<file path="config.mk">
export PLATFORM = sky130hd
export DESIGN_NAME = ps2_key_queue
export DESIGN_NICKNAME = d
export VERILOG_FILES = /design/src/rtl/ps2_key_queue_pkg.sv /design/src/rtl/ps2_key_queue_fifo.sv /design/src/rtl/ps2_key_queue.sv
export SDC_FILE = /design/constraint.sdc
export NUM_CORES = 1
export LEC_CHECK = 0
export CAP_MARGIN = 25
export CORE_MARGIN = 4
export CORE_UTILIZATION = 60
export CTS_BUF_LIST = sky130_fd_sc_hd__clkbuf_8 sky130_fd_sc_hd__clkbuf_16
export CTS_CLUSTER_SIZE = 30
export DETAILED_ROUTE_END_ITERATION = 8
export DONT_BUFFER_PORTS = 1
export GPL_ROUTABILITY_DRIVEN = 0
export PLACE_DENSITY = 0.76
export SYNTH_ARGS = -nofsm -noshare
export SYNTH_HDL_FRONTEND = slang
export SYNTH_SLANG_ARGS = --single-unit
</file>
<file path="constraint.sdc">
create_clock -name clock -period 4.1 [get_ports clock]
set_clock_uncertainty 0.1 [all_clocks]
set_input_delay 0.82 -clock clock [delete_from_list [all_inputs] [get_ports clock]]
set_output_delay 0.82 -clock clock [all_outputs]
set_load 0.1 [all_outputs]
</file>
<file path="src/rtl/ps2_key_queue_pkg.sv">
// ---------------------------------------------------------------------------
// ps2_key_queue_pkg
// Purpose : shared constants and types for the PS/2 key event queue.
//           Scan-code prefixes, prefix-FSM state encoding, key event layout
//           and a helper that packs an event word.
// Ports   : none (package)
// ---------------------------------------------------------------------------
package ps2_key_queue_pkg;

   localparam logic [7:0] SC_EXT  = 8'hE0;   // extended-key prefix
   localparam logic [7:0] SC_BRK  = 8'hF0;   // break (release) prefix

   localparam int EVENT_W = 10;
   localparam int REL_BIT = 9;
   localparam int EXT_BIT = 8;

   typedef enum logic [1:0] {
      ST_IDLE   = 2'd0,
      ST_EXT    = 2'd1,
      ST_BRK    = 2'd2,
      ST_EXTBRK = 2'd3
   } kq_state_t;

   // Event word: {release, extended, code[7:0]}
   function automatic logic [EVENT_W-1:0] make_event(input logic       rel,
                                                     input logic       ext,
                                                     input logic [7:0] code);
      logic [EVENT_W-1:0] ev;
      ev          = '0;
      ev[REL_BIT] = rel;
      ev[EXT_BIT] = ext;
      ev[7:0]     = code;
      return ev;
   endfunction

endpackage

</file>
<file path="src/rtl/ps2_key_queue_fifo.sv">
// ---------------------------------------------------------------------------
// sync_fifo
// Purpose : single-clock first-word-fall-through FIFO, parameterised by
//           width and depth (depth must be a power of two).
// Ports   : clock, reset (sync, active high)
//           push, wr_data          write side
//           pop, rd_data           read side; rd_data valid whenever !empty
//           count, full, empty     occupancy status
// Handshake: push is a request that is taken when !full, or when full and an
//            effective pop happens in the same cycle (slot is freed). pop is
//            taken only when !empty; a pop on empty is ignored.
// ---------------------------------------------------------------------------
module sync_fifo #(
   parameter int WIDTH = 10,
   parameter int DEPTH = 16,
   parameter int AW    = 4
) (
   input  logic             clock,
   input  logic             reset,
   input  logic             push,
   input  logic [WIDTH-1:0] wr_data,
   input  logic             pop,
   output logic [WIDTH-1:0] rd_data,
   output logic [AW:0]      count,
   output logic             full,
   output logic             empty
);

   logic [WIDTH-1:0] mem [DEPTH];
   logic [AW-1:0]    wr_ptr;
   logic [AW-1:0]    rd_ptr;
   logic             do_push;
   logic             do_pop;

   assign full    = (count == (AW+1)'(DEPTH));
   assign empty   = (count == '0);
   assign do_pop  = pop & ~empty;
   // When full, a same-cycle pop frees the head slot, which is exactly the
   // slot wr_ptr points at; the head word has already been consumed.
   assign do_push = push & (~full | do_pop);

   // Gate the head word so the output is all-zero while nothing is queued.
   assign rd_data = empty ? '0 : mem[rd_ptr];

   always_ff @(posedge clock) begin
      if (do_push) begin
         mem[wr_ptr] <= wr_data;
      end
   end

   always_ff @(posedge clock) begin
      if (reset) begin
         wr_ptr <= '0;
         rd_ptr <= '0;
         count  <= '0;
      end else begin
         if (do_push) wr_ptr <= wr_ptr + AW'(1);
         if (do_pop)  rd_ptr <= rd_ptr + AW'(1);
         if (do_push && !do_pop)      count <= count + (AW+1)'(1);
         else if (do_pop && !do_push) count <= count - (AW+1)'(1);
      end
   end

endmodule

</file>
<file path="src/rtl/ps2_key_queue.sv">
// ---------------------------------------------------------------------------
// ps2_key_queue
// Purpose : turns raw PS/2 scan-code bytes into key events and queues them
//           for the processor. 0xE0 / 0xF0 prefixes become flags on the
//           event; a sticky flag reports events lost to a full queue.
// Ports   : clock, reset           single clock, sync active-high reset
//           key_strobe, key_byte   byte input; one accept per strobe rise
//           rd_en                  pop request (ignored when empty)
//           rd_data                {release, extended, code} at queue head
//           empty, full, count     queue status
//           overflow, ovf_clr      sticky drop flag and its clear pulse
//           fsm_state              prefix FSM state, for observation
// ---------------------------------------------------------------------------
module ps2_key_queue
   import ps2_key_queue_pkg::*;
#(
   parameter int DEPTH      = 16,
   parameter int AW         = 4,
   parameter bit DROP_BREAK = 1'b0
) (
   input  logic               clock,
   input  logic               reset,
   input  logic               key_strobe,
   input  logic [7:0]         key_byte,
   input  logic               rd_en,
   output logic [EVENT_W-1:0] rd_data,
   output logic               empty,
   output logic               full,
   output logic [AW:0]        count,
   output logic               overflow,
   input  logic               ovf_clr,
   output kq_state_t          fsm_state
);

   kq_state_t          state, state_next;
   logic               strobe_q;
   logic               accept;
   logic               push_req;
   logic               ev_rel;
   logic               ev_ext;
   logic [EVENT_W-1:0] ev_word;
   logic               ovf_set;

   // A held strobe is accepted only on its first cycle.
   assign accept    = key_strobe & ~strobe_q;
   assign fsm_state = state;
   assign ev_word   = make_event(ev_rel, ev_ext, key_byte);

   always_ff @(posedge clock) begin
      if (reset) begin
         strobe_q <= 1'b0;
         state    <= ST_IDLE;
      end else begin
         strobe_q <= key_strobe;
         state    <= state_next;
      end
   end

   always_comb begin
      state_next = state;
      push_req   = 1'b0;
      ev_rel     = 1'b0;
      ev_ext     = 1'b0;
      if (accept) begin
         unique case (state)
            ST_IDLE: begin
               if (key_byte == SC_EXT)      state_next = ST_EXT;
               else if (key_byte == SC_BRK) state_next = ST_BRK;
               else                         push_req   = 1'b1;
            end
            ST_EXT: begin
               if (key_byte == SC_BRK)      state_next = ST_EXTBRK;
               else if (key_byte == SC_EXT) state_next = ST_EXT;
               else begin
                  ev_ext     = 1'b1;
                  push_req   = 1'b1;
                  state_next = ST_IDLE;
               end
            end
            ST_BRK: begin
               if (key_byte == SC_BRK)      state_next = ST_BRK;
               else if (key_byte == SC_EXT) state_next = ST_EXTBRK;
               else begin
                  ev_rel     = 1'b1;
                  push_req   = ~DROP_BREAK;
                  state_next = ST_IDLE;
               end
            end
            ST_EXTBRK: begin
               if ((key_byte == SC_BRK) || (key_byte == SC_EXT)) begin
                  state_next = ST_EXTBRK;
               end else begin
                  ev_rel     = 1'b1;
                  ev_ext     = 1'b1;
                  push_req   = ~DROP_BREAK;
                  state_next = ST_IDLE;
               end
            end
            default: state_next = ST_IDLE;
         endcase
      end
   end

   sync_fifo #(
      .WIDTH (EVENT_W),
      .DEPTH (DEPTH),
      .AW    (AW)
   ) u_fifo (
      .clock   (clock),
      .reset   (reset),
      .push    (push_req),
      .wr_data (ev_word),
      .pop     (rd_en),
      .rd_data (rd_data),
      .count   (count),
      .full    (full),
      .empty   (empty)
   );

   // An event is lost only when full with no pop freeing a slot. When full
   // the queue is non-empty, so rd_en alone means an effective pop.
   assign ovf_set = push_req & full & ~rd_en;

   always_ff @(posedge clock) begin
      if (reset)        overflow <= 1'b0;
      else if (ovf_set) overflow <= 1'b1;   // set beats a coincident clear
      else if (ovf_clr) overflow <= 1'b0;
   end

endmodule

</file>
# After elaboration in Yosys (flattened, before gate mapping)

Memories as Yosys holds them, arrays and structs flattened. A register that Yosys moved wholly into a read port is not among the register bits.
Cells that the tools add are included.
W data, S select, Z words.

Bits in registers: 17
Memory bits (writable): 160
Output and inout port bits: 20
Memories: 1

Add/subtract/negate cells: 4
Eq/ne operators: 7
Muxes and demuxes: 28
Bitwise logic cells: 10
Reductions and logical operators: 11

Memory list:

| name       | words | width | rd ports | clocked after Yosys merged registers in | wr ports | line                     | RTL |
|---|---|---|---|---|---|---|---|
| u_fifo.mem | 16    | 10    | 1        | 1                                       | 1        | ps2_key_queue_fifo.sv:29 | `logic [WIDTH-1:0] mem [DEPTH];` |

Operator list:

| operator              | number |
|---|---|
| $eq A8 B8 Y1 const B  | 2 |
| $mux W1               | 13 |
| $mux W2               | 6 |
| $mux W10              | 1 |
| $mux W5               | 2 |
| $add A4 B1 Y4 const B | 2 |
| $mux W4               | 2 |
| $pmux W2 S4           | 1 |
| $add A5 B1 Y5 const B | 1 |
| $and A1 B1 Y1         | 5 |
| $eq A5 B5 Y1 const B  | 1 |
| $logic_not A5 Y1      | 1 |
| $sub A5 B1 Y5 const B | 1 |
| $eq A2 B2 Y1 const B  | 2 |
| $not A1 Y1            | 4 |
| $pmux W1 S2           | 2 |
| $reduce_bool A2 Y1    | 2 |
| $ne A3 B3 Y1 const B  | 1 |
| $pmux W1 S3           | 1 |
| $eq A2 B1 Y1 const B  | 1 |
| $logic_and A1 B1 Y1   | 2 |
| $logic_not A1 Y1      | 2 |
| $logic_not A2 Y1      | 1 |
| $reduce_and A2 Y1     | 1 |
| other kinds (3)       | 3 |

# Depth between registers and ports, before layout

Gate-level depths: netlist of the first run.

Word-level depth: 10
Gate-level depth with buffers: 12
Depth with buffers taken out: 12

# Cells and area by module

From an unflattened synthesis of the first run, not the netlist that was laid out.

Cell total of the unflattened synthesis: 407
Area, all modules: 7493.4 um2

By module, submodules not included:

| module        | times used | cells an instance | area an instance (um2) | seq. area each (um2) |
|---|---|---|---|---|
| sync_fifo     | 1          | 365               | 7156.9                 | 5144.9 |
| ps2_key_queue | 1          | 42                | 336.6                  | 80.1 |

# Worst setup path after synthesis of the first run

Ideal clock, no wire load.

Path kind: reg2out
From: register u_fifo.count[1]
To: output rd_data[0]
Data arrival time: 4.484 ns
Required time: 3.180 ns
Slack: -1.304 ns
Stages on the path, launching flop included: 6
Buffers on the path: 2
Path through: dfxtp_1 > or4_1 > clkbuf_2 > nor2_1 > clkbuf_1 > a211oi_1

Word-level cells in the longest chain between the ends: 2

RTL lines:

| item                     | line                     | RTL |
|---|---|---|
| start: declaration       | ps2_key_queue_fifo.sv:24 | `output logic [AW:0] count,` |
| start signal: assignment | ps2_key_queue_fifo.sv:59 | `if (do_push && !do_pop) count <= count + (AW+1)'(1);` |
| start signal: assignment | ps2_key_queue_fifo.sv:60 | `else if (do_pop && !do_push) count <= count - (AW+1)'(1);` |
| $logic_not A5 Y1         | ps2_key_queue_fifo.sv:36 | `assign empty = (count == '0);` |
| named net empty          | ps2_key_queue.sv:27      | `output logic empty,` |
| $mux W10                 | ps2_key_queue_fifo.sv:43 | `assign rd_data = empty ? '0 : mem[rd_ptr];` |
| end: declaration         | ps2_key_queue.sv:26      | `output logic [EVENT_W-1:0] rd_data,` |

The timed path passes the listed nets, and every way through them passes these cells.

# Final worst setup path of the first run

From: register u_fifo.count[1]
To: output rd_data[8]

Word-level cells in the longest chain between the ends: 2

RTL lines:

| item             | line |
|---|---|
| $logic_not A5 Y1 | ps2_key_queue_fifo.sv:36 |
| $mux W10         | ps2_key_queue_fifo.sv:43 |

No other way between the ends.

==> out/qor.txt, run 1 <==
Cell variety after synth -> 41
Post-cts sizing count -> 0
CP top delay family -> simple AND/OR/NAND/NOR gates
H-tree levels -> 4
EDFF count, synth -> 160
Synthesized area per cell -> 17.7 sq um
Die X -> 119 microns
Setup bufs post-CTS -> 0
# hold bufs at CTS -> 0
Total number of vias -> 3833
Required @ worst endpoint -> 3.18 ns
Area growth syn-to-layout -> 15.9%
Height of the die -> 119 microns
Synthesized Nets -> 446
Slowest stage cell, crit path -> or4_1
Total power after layout -> 5.49 mW
Die area -> 14200 sq um
# diodes -> 0
Cell Chain, Critical Path -> or4_1, nor2_4, buf_4, a211oi_4, buf_4
Core Region -> 12100 sq um
WP buf/inv -> 2
Routed WL per cell -> 21.7 microns
Relative slew slack -> 0.321
First-pass GRT wire length -> 22300 microns
First drt pass iteration count -> 5
Initial Util -> 0.613
Seq cells post-synth -> 181
Num CTS Buffers -> 17
Critical Path AT -> 2.79 ns
GRT Util Overall -> 0.212
Final Slew Violations -> 0
Count of final setup violators -> 0
Drt drc -> 0
Pwr Density -> 640 nW/um^2
Crit. End Element -> output port
Max frequency -> 270 MHz
Clock Latency Late Sink -> 0.42 ns
Vias in the first global route -> 4016
Sequential-to-total area share from yosys stat -> 0.706
CP Depth -> 5
Synth Warn # -> 0
Worst setup path class -> reg -> out
Leakage power -> 2.81 nW
Crit Path Max Fanout -> 9
Antenna-violating nets left -> 0
Hold Crit Depth -> 1
# port buffers -> 0
Post-Syn Instances -> 418
Hpwl dp -> 8880 microns
Commonest cells in the netlist -> edfxtp_1, mux4_2, nor2_1
Worst hold path type -> in -> reg
Most frequent CP cell -> buf_4
Ys async rst share -> 0
R2R cell count -> 9
I/O Pins -> 33
Worst Setup Slack, final -> 0.393 ns
Root Buffer -> clkbuf_16
Final wirelength -> 13900 microns
TritonCTS clock tree -> built
Layout fillers -> 768
Status -> complete, no violations
Synth top area share -> 0.650
Mapped Area -> 7400 sq um
Total grt overflow -> 0
Largest net degree at the start of global routing -> 41
Vias per cell -> 6.00
Tmin final -> 3.71 ns
DP Worst Slack -> 0.575 ns
Slew of the pin with the lowest slew margin -> 1.02 ns
Crit path launch type -> flip-flop
Bufs on Longest Clock Path -> 2
Top cells by area, synth -> edfxtp_1, mux4_2, dfxtp_1
Final #Nets -> 486
Initial antenna violation count -> 0
Final Cycle Share -> 0.904
DR iter-0 viols -> 372
Crit-path max cell delay -> 0.76 ns
TritonCTS Sinks -> 181
Most frequent cell after synthesis -> edfxtp_1
Unrepaired setup endpoints after global routing -> no
Max-cap violations -> 0
Share of cells above drive strength 1 -> 0.278
Standard-cell rows -> 40
VDD IR max -> 0.000480 V
Synth area leader -> edfxtp_1
Primary FF master, synth -> edfxtp_1
Clk pin slew, worst setup/hold paths -> 0.06 ns
Final hold vios -> 0
final timing paths:
path / end / slack (ns) / from
min: u_fifo.wr_ptr[0] / 0.36 / reset
min reg2reg: u_fifo.wr_ptr[0] / 0.44 / u_fifo.wr_ptr[0]
max reg2reg: u_fifo.count[4] / 0.59 / u_fifo.count[1]
max: rd_data[8] / 0.39 / u_fifo.count[1]
cell families (layout without fill, tap and decap cells):
kind of cell / Yosys count / count (layout) / share of synthesized area
and+or+nand+nor: 86 / 86 / 0.0599
muxes: 54 / 54 / 0.142
xor gates and xnor gates: 5 / 5 / 0.00592
DFF: 181 / 181 / 0.706
adders and majority gates: 15 / 15 / 0.0264
AOI/OAI and AO/OA: 47 / 47 / 0.0418
buffers and inverters: 30 / 83 / 0.0181
report_power, final:
part / switching (mW) / leakage, nW / internal (mW)
logic: 1.11 / 0.875 / 0.590
registers: 0.163 / 1.63 / 2.06
clock network: 0.619 / 0.308 / 0.945
layer usage:
| metal | track usage | routed length, microns | up-vias |
|---|---|---|---|
| met5 | 0 | 0 | - |
| met3 | 0.0551 | 1010 | 20 |
| li1 | - | - | 1723 |
| met4 | 0.0854 | 252 | 0 |
| met2 | 0.342 | 7200 | 147 |
| met1 | 0.278 | 5410 | 1943 |
layout make-up:
class | instances | area [sq um] | share of cell area
timing repair buffer | 43 | 337 | 0.0393
sequential | 181 | 5230 | 0.610
multi-input combinational | 207 | 2190 | 0.255
clock inverter | 11 | 98.8 | 0.0115
inverter | 8 | 30.0 | 0.00350
tap | 168 | 210 | 0.0245
clock buffer | 21 | 480 | 0.0560
through the flow:
stage                     instances   util  hold slack [ns]  TNS, ns  area [sq um]
after CTS                       636  0.709            0.337        0          8550
after detailed placement        604  0.660            0.430        0          7970
after floorplan                 418      -            0.385    -4.01          7420
after global routing            639  0.711            0.329        0          8570
after global placement          601  0.658            0.410        0          7940
final                           639  0.711            0.360        0          8570
registers in the layout (all words and copies together), names as in the netlist, named ones only:
signal and flops:
u_fifo.mem 160, fsm_state 2, overflow 1, u_fifo.count 5, u_fifo.wr_ptr 4, u_fifo.rd_ptr 4, strobe_q 1
layout by cell type (no fill, tap or decap), drive strengths merged, types with 3 or more instances in the layout:
cell and instances:
nand3 7, buf 42, o21ai 7, a21oi 11
nor2b 15, o211ai 3, nor3 5, clkbuf 22
dfxtp 21, nor2 38, a211oi 20, edfxtp 160
nand2b 5, xor2 5, ha 14, or3 3
mux2i 12, mux4 40, inv 15
No activity file was read; power rests on OpenSTA's default activity.
==> run 2, diff against run 1 <==
- RECOVER_POWER: not set -> 100
- TNS_END_PERCENT: not set -> 1
==> run 2 against run 1 <==
Effect of this change:
- critical path depth unchanged
- global-route usage unchanged
- sequential cell count unchanged
- worst setup slack got worse by 0.16 ns
- combinational power about the same
- highest routed layer unchanged
- power decreased by 0.43%
- design area decreased by 1.4%
- critical endpoint is now rd_data[0]
- utilization decreased by 0.98 points
- hold slack improved by 0.0023 ns
- count of clock-buffer cells in the layout unchanged
- largest power group unchanged
- maximum frequency decreased by 4.1%
- first-iteration DRC count unchanged
- critical path type unchanged
==> out/qor.txt, run 2 (synthesized netlist as in run 1, its figures left out) <==
Hold Crit Depth -> 1
Initial antenna violation count -> 0
Status -> complete, no violations
DR iter-0 viols -> 372
TritonCTS clock tree -> built
Height of the die -> 119 microns
Max FFs per register -> 160
Min-delay src -> reset
Clk pin slew, worst setup/hold paths -> 0.06 ns
Pwr Density -> 646 nW/um^2
Total grt overflow -> 0
Drt drc -> 0
Required @ worst endpoint -> 3.18 ns
Share of cells above drive strength 1 -> 0.227
Final #Nets -> 486
Vias per cell -> 6.08
Die area -> 14200 sq um
Reg2reg end -> u_fifo.count[4]
First-pass GRT wire length -> 22300 microns
Most flop-heavy register -> u_fifo.mem
Setup TNS -> 0 ns
Area growth syn-to-layout -> 14.3%
Slew of the pin with the lowest slew margin -> 1.28 ns
WP buf/inv -> 2
Area after DPL -> 7970 sq um
Clock Latency Late Sink -> 0.42 ns
GRT Util Overall -> 0.212
TritonCTS Sinks -> 181
Routed WL per cell -> 21.8 microns
Commonest non-fill, non-tap cell in the layout -> edfxtp_1
Count of final setup violators -> 0
Crit Path Max Fanout -> 9
Root Buffer -> clkbuf_16
Vias in the first global route -> 4016
Largest net degree at the start of global routing -> 41
Total number of vias -> 3882
Slowest stage cell, crit path -> or4_1
Max-cap violations -> 0
CP top delay family -> simple AND/OR/NAND/NOR gates
VDD IR max -> 0.000478 V
Final hold vios -> 0
Leakage power -> 2.72 nW
H-tree levels -> 4
Total power after layout -> 5.46 mW
# hold bufs at CTS -> 0
Top Registers -> u_fifo.mem (160), u_fifo.count (5)
Crit path launch type -> flip-flop
Worst R2R Setup Slack -> 0.48 ns
Antenna-violating nets left -> 0
Setup bufs post-CTS -> 0
Final Slew Violations -> 0
Standard-cell rows -> 40
Critical Path AT -> 2.94 ns
# diodes -> 0
Worst setup path class -> reg -> out
Hold EP -> u_fifo.wr_ptr[0]
First drt pass iteration count -> 5
Post-cts sizing count -> 0
Core Region -> 12100 sq um
Crit-path max cell delay -> 0.76 ns
Worst hold path type -> in -> reg
Initial Util -> 0.613
Cell Chain, Critical Path -> or4_1, nor2_4, clkbuf_1, a211oi_4, clkbuf_4
Worst R2R Start -> u_fifo.count[4]
Die X -> 119 microns
Hpwl dp -> 8880 microns
Commonest cells after routing, fill and taps aside -> edfxtp_1, mux4_2, nor2_1
Max frequency -> 259 MHz
# port buffers -> 0
Crit. End Element -> output port
Num CTS Buffers -> 17
Final wirelength -> 13900 microns
Unrepaired setup endpoints after global routing -> no
R2R cell count -> 11
Final Cycle Share -> 0.943
Bufs on Longest Clock Path -> 2
I/O Pins -> 33
Final Cell Area -> 8460 sq um
Tmin final -> 3.86 ns
Relative slew slack -> 0.147
## run 2: cell count changes in the layout (fill, tap and decap cells not counted), sizes merged
cell and delta:
buf -26, clkbuf +26
## run 2: routing by layer
metal	up-vias	GRT usage	share of wire
li1	1722	-	-
met1	1985	0.278	0.41
met2	151	0.342	0.51
met3	24	0.0551	0.059
met4	0	0.0854	0.020
met5	-	0	0
## run 2: cell type report
cell class,count,area (sq um)
clock buffer,21,480
clock inverter,11,98.8
fill,796,3600
inverter,8,30.0
multi-input combinational,207,2170
sequential,181,5230
tap,168,210
timing repair buffer,43,238
## run 2: per-stage QoR
step | cells | hold WS [ns] | worst slack (ns) | utilization
global route | 639 | 0.329 | 0.127 | 0.701
detailed placement | 604 | 0.430 | 0.575 | 0.660
global placement | 601 | 0.410 | 0.716 | 0.658
CTS | 636 | 0.337 | 0.328 | 0.709
finish | 639 | 0.362 | 0.236 | 0.701
floorplan | 418 | 0.385 | -0.723 | -
## run 2: power breakdown
group	internal, mW	switching (mW)	leakage (nW)
sequential	2.06	0.162	1.63
clock	0.945	0.618	0.308
combinational	0.568	1.11	0.786
## run 2: worst max path at each step
stage / startpoint / to / cells past startpoint
2_1_floorplan: u_fifo.count[1] / rd_data[5] / 5
3_3_place_gp: u_fifo.count[1] / u_fifo.count[4] / 9
3_5_place_dp: u_fifo.count[1] / u_fifo.count[4] / 9
4_1_cts: flip-flop / rd_data[7] / 6
5_1_grt: flip-flop / rd_data[5] / 6
6_report: u_fifo.count[1] / rd_data[0] / 5
==> run 3, diff against run 2 <==
- PLACE_DENSITY: 0.76 -> 0.81
- REMOVE_ABC_BUFFERS: not set -> 1
==> run 3 against run 2 <==
Effect of this change:
- global-route usage grew 0.79 points
- hold slack gained 0.0013 ns
- sequential share of layout area grew 0.33 points
- critical path type unchanged
- largest power group unchanged
==> out/qor.txt, run 3 (synthesized netlist as in run 1, its figures left out) <==
Commonest non-fill, non-tap cell in the layout -> edfxtp_1
Most flop-heavy register -> u_fifo.mem
Standard-cell rows -> 40
Crit. End Element -> output port
Worst setup path class -> reg -> out
Die X -> 119 microns
Final Slew Violations -> 0
Initial Util -> 0.613
Critical Path AT -> 2.74 ns
Root Buffer -> clkbuf_16
DR iter-0 viols -> 426
Area growth syn-to-layout -> 13.6%
# diodes -> 0
Pwr Density -> 633 nW/um^2
Post-cts sizing count -> 0
Crit path launch type -> flip-flop
Slew of the pin with the lowest slew margin -> 1.33 ns
Top Registers -> u_fifo.mem (160), u_fifo.count (5)
GRT Util Overall -> 0.220
First drt pass iteration count -> 4
Drt drc -> 0
Final Cycle Share -> 0.892
Leakage power -> 2.67 nW
DP Worst Slack -> 0.689 ns
H-tree levels -> 4
Post-layout util -> 0.697
Relative slew slack -> 0.115
Clock Latency Late Sink -> 0.42 ns
# hold bufs at CTS -> 0
# port buffers -> 0
Core Region -> 12100 sq um
Total number of vias -> 3974
Vias in the first global route -> 4051
Worst hold path type -> in -> reg
Total power after layout -> 5.32 mW
TritonCTS clock tree -> built
Status -> complete, no violations
Share of cells above drive strength 1 -> 0.212
Final Cell Area -> 8400 sq um
Count of final setup violators -> 0
Crit Path Max Fanout -> 40
Clk pin slew, worst setup/hold paths -> 0.06 ns
Tmin final -> 3.66 ns
Crit-path max cell delay -> 0.56 ns
Routed WL per cell -> 22.8 microns
Hpwl dp -> 8990 microns
Final wirelength -> 14600 microns
VDD IR max -> 0.000465 V
Max-cap violations -> 0
First-pass GRT wire length -> 22900 microns
I/O Pins -> 33
Vias per cell -> 6.22
Cell Chain, Critical Path -> buf_12, mux4_2, nor2b_1, a211oi_1, a211oi_4, clkbuf_2
Die area -> 14200 sq um
Initial antenna violation count -> 0
Setup bufs post-CTS -> 0
Total grt overflow -> 0
Hold WS -> 0.363 ns
Final hold vios -> 0
Final #Nets -> 486
Height of the die -> 119 microns
Required @ worst endpoint -> 3.18 ns
Max frequency -> 273 MHz
Bufs on Longest Clock Path -> 2
Slowest stage cell, crit path -> mux4_2
Largest net degree at the start of global routing -> 41
Max FFs per register -> 160
TritonCTS Sinks -> 181
Unrepaired setup endpoints after global routing -> no
Area after DPL -> 7980 sq um
Worst Setup Slack, final -> 0.442 ns
Commonest cells after routing, fill and taps aside -> edfxtp_1, mux4_2, nor2_1
Num CTS Buffers -> 17
Antenna-violating nets left -> 0
[run 3: cell count changes in the layout (fill, tap and decap cells not counted), moves of 4 or more]
cell      before  now
buf_4         16    8
clkbuf_2       4   11
clkbuf_8       4    0
clkinv_1       0    6
dfxtp_1       16   20
dfxtp_2        5    1
inv_1         15   10
[run 3: critical path, delay by kind of cell, from the launching register on]
family,cells,cell delay (ns)
AOI/OAI and AO/OA,2,0.52
buffers and inverters,2,0.71
DFF,1,0.34
and+or+nand+nor,1,0.16
muxes,1,0.56
[run 3: worst paths after layout]
check                                       from  slack (ns)                to  cells past startpoint
worst max-delay path                   flip-flop        0.44        rd_data[6]                      6
worst max register to register      fsm_state[0]        0.73   u_fifo.count[4]                     12
worst min-delay path                       reset        0.36          strobe_q                      1
worst min register to register  u_fifo.wr_ptr[0]        0.44  u_fifo.wr_ptr[0]                      2
[run 3: layer usage]
| metal | wire length [microns] | GRT usage |
|---|---|---|
| met4 | 322 | 0.0818 |
| met5 | 0 | 0 |
| met1 | 5850 | 0.291 |
| met3 | 1040 | 0.0518 |
| met2 | 7360 | 0.360 |
[run 3: cell type report]
cell class              instances  area (sq um)
flip-flops and latches        181          5230
fillers                       771          3660
repair buffers                 43           245
well taps                     168           210
multi-input cells             207          2170
clock buffers                  17           425
clock inverters                15          98.8
inverters                       8          30.0
[run 3: where the power goes]
part	internal, mW	switching [mW]	leakage, nW	total [mW]
Combinational	0.543	1.24	0.784	1.79
Clock	0.813	0.625	0.260	1.44
Sequential	2.06	0.0353	1.62	2.09
Total	3.41	1.90	2.67	5.32
[run 3: per-stage QoR]
step / std cells / setup TNS [ns]
6_report: 639 / 0
5_1_grt: 639 / 0
4_1_cts: 637 / 0
3_5_place_dp: 605 / 0
3_3_place_gp: 604 / 0
2_1_floorplan: 396 / -15.31
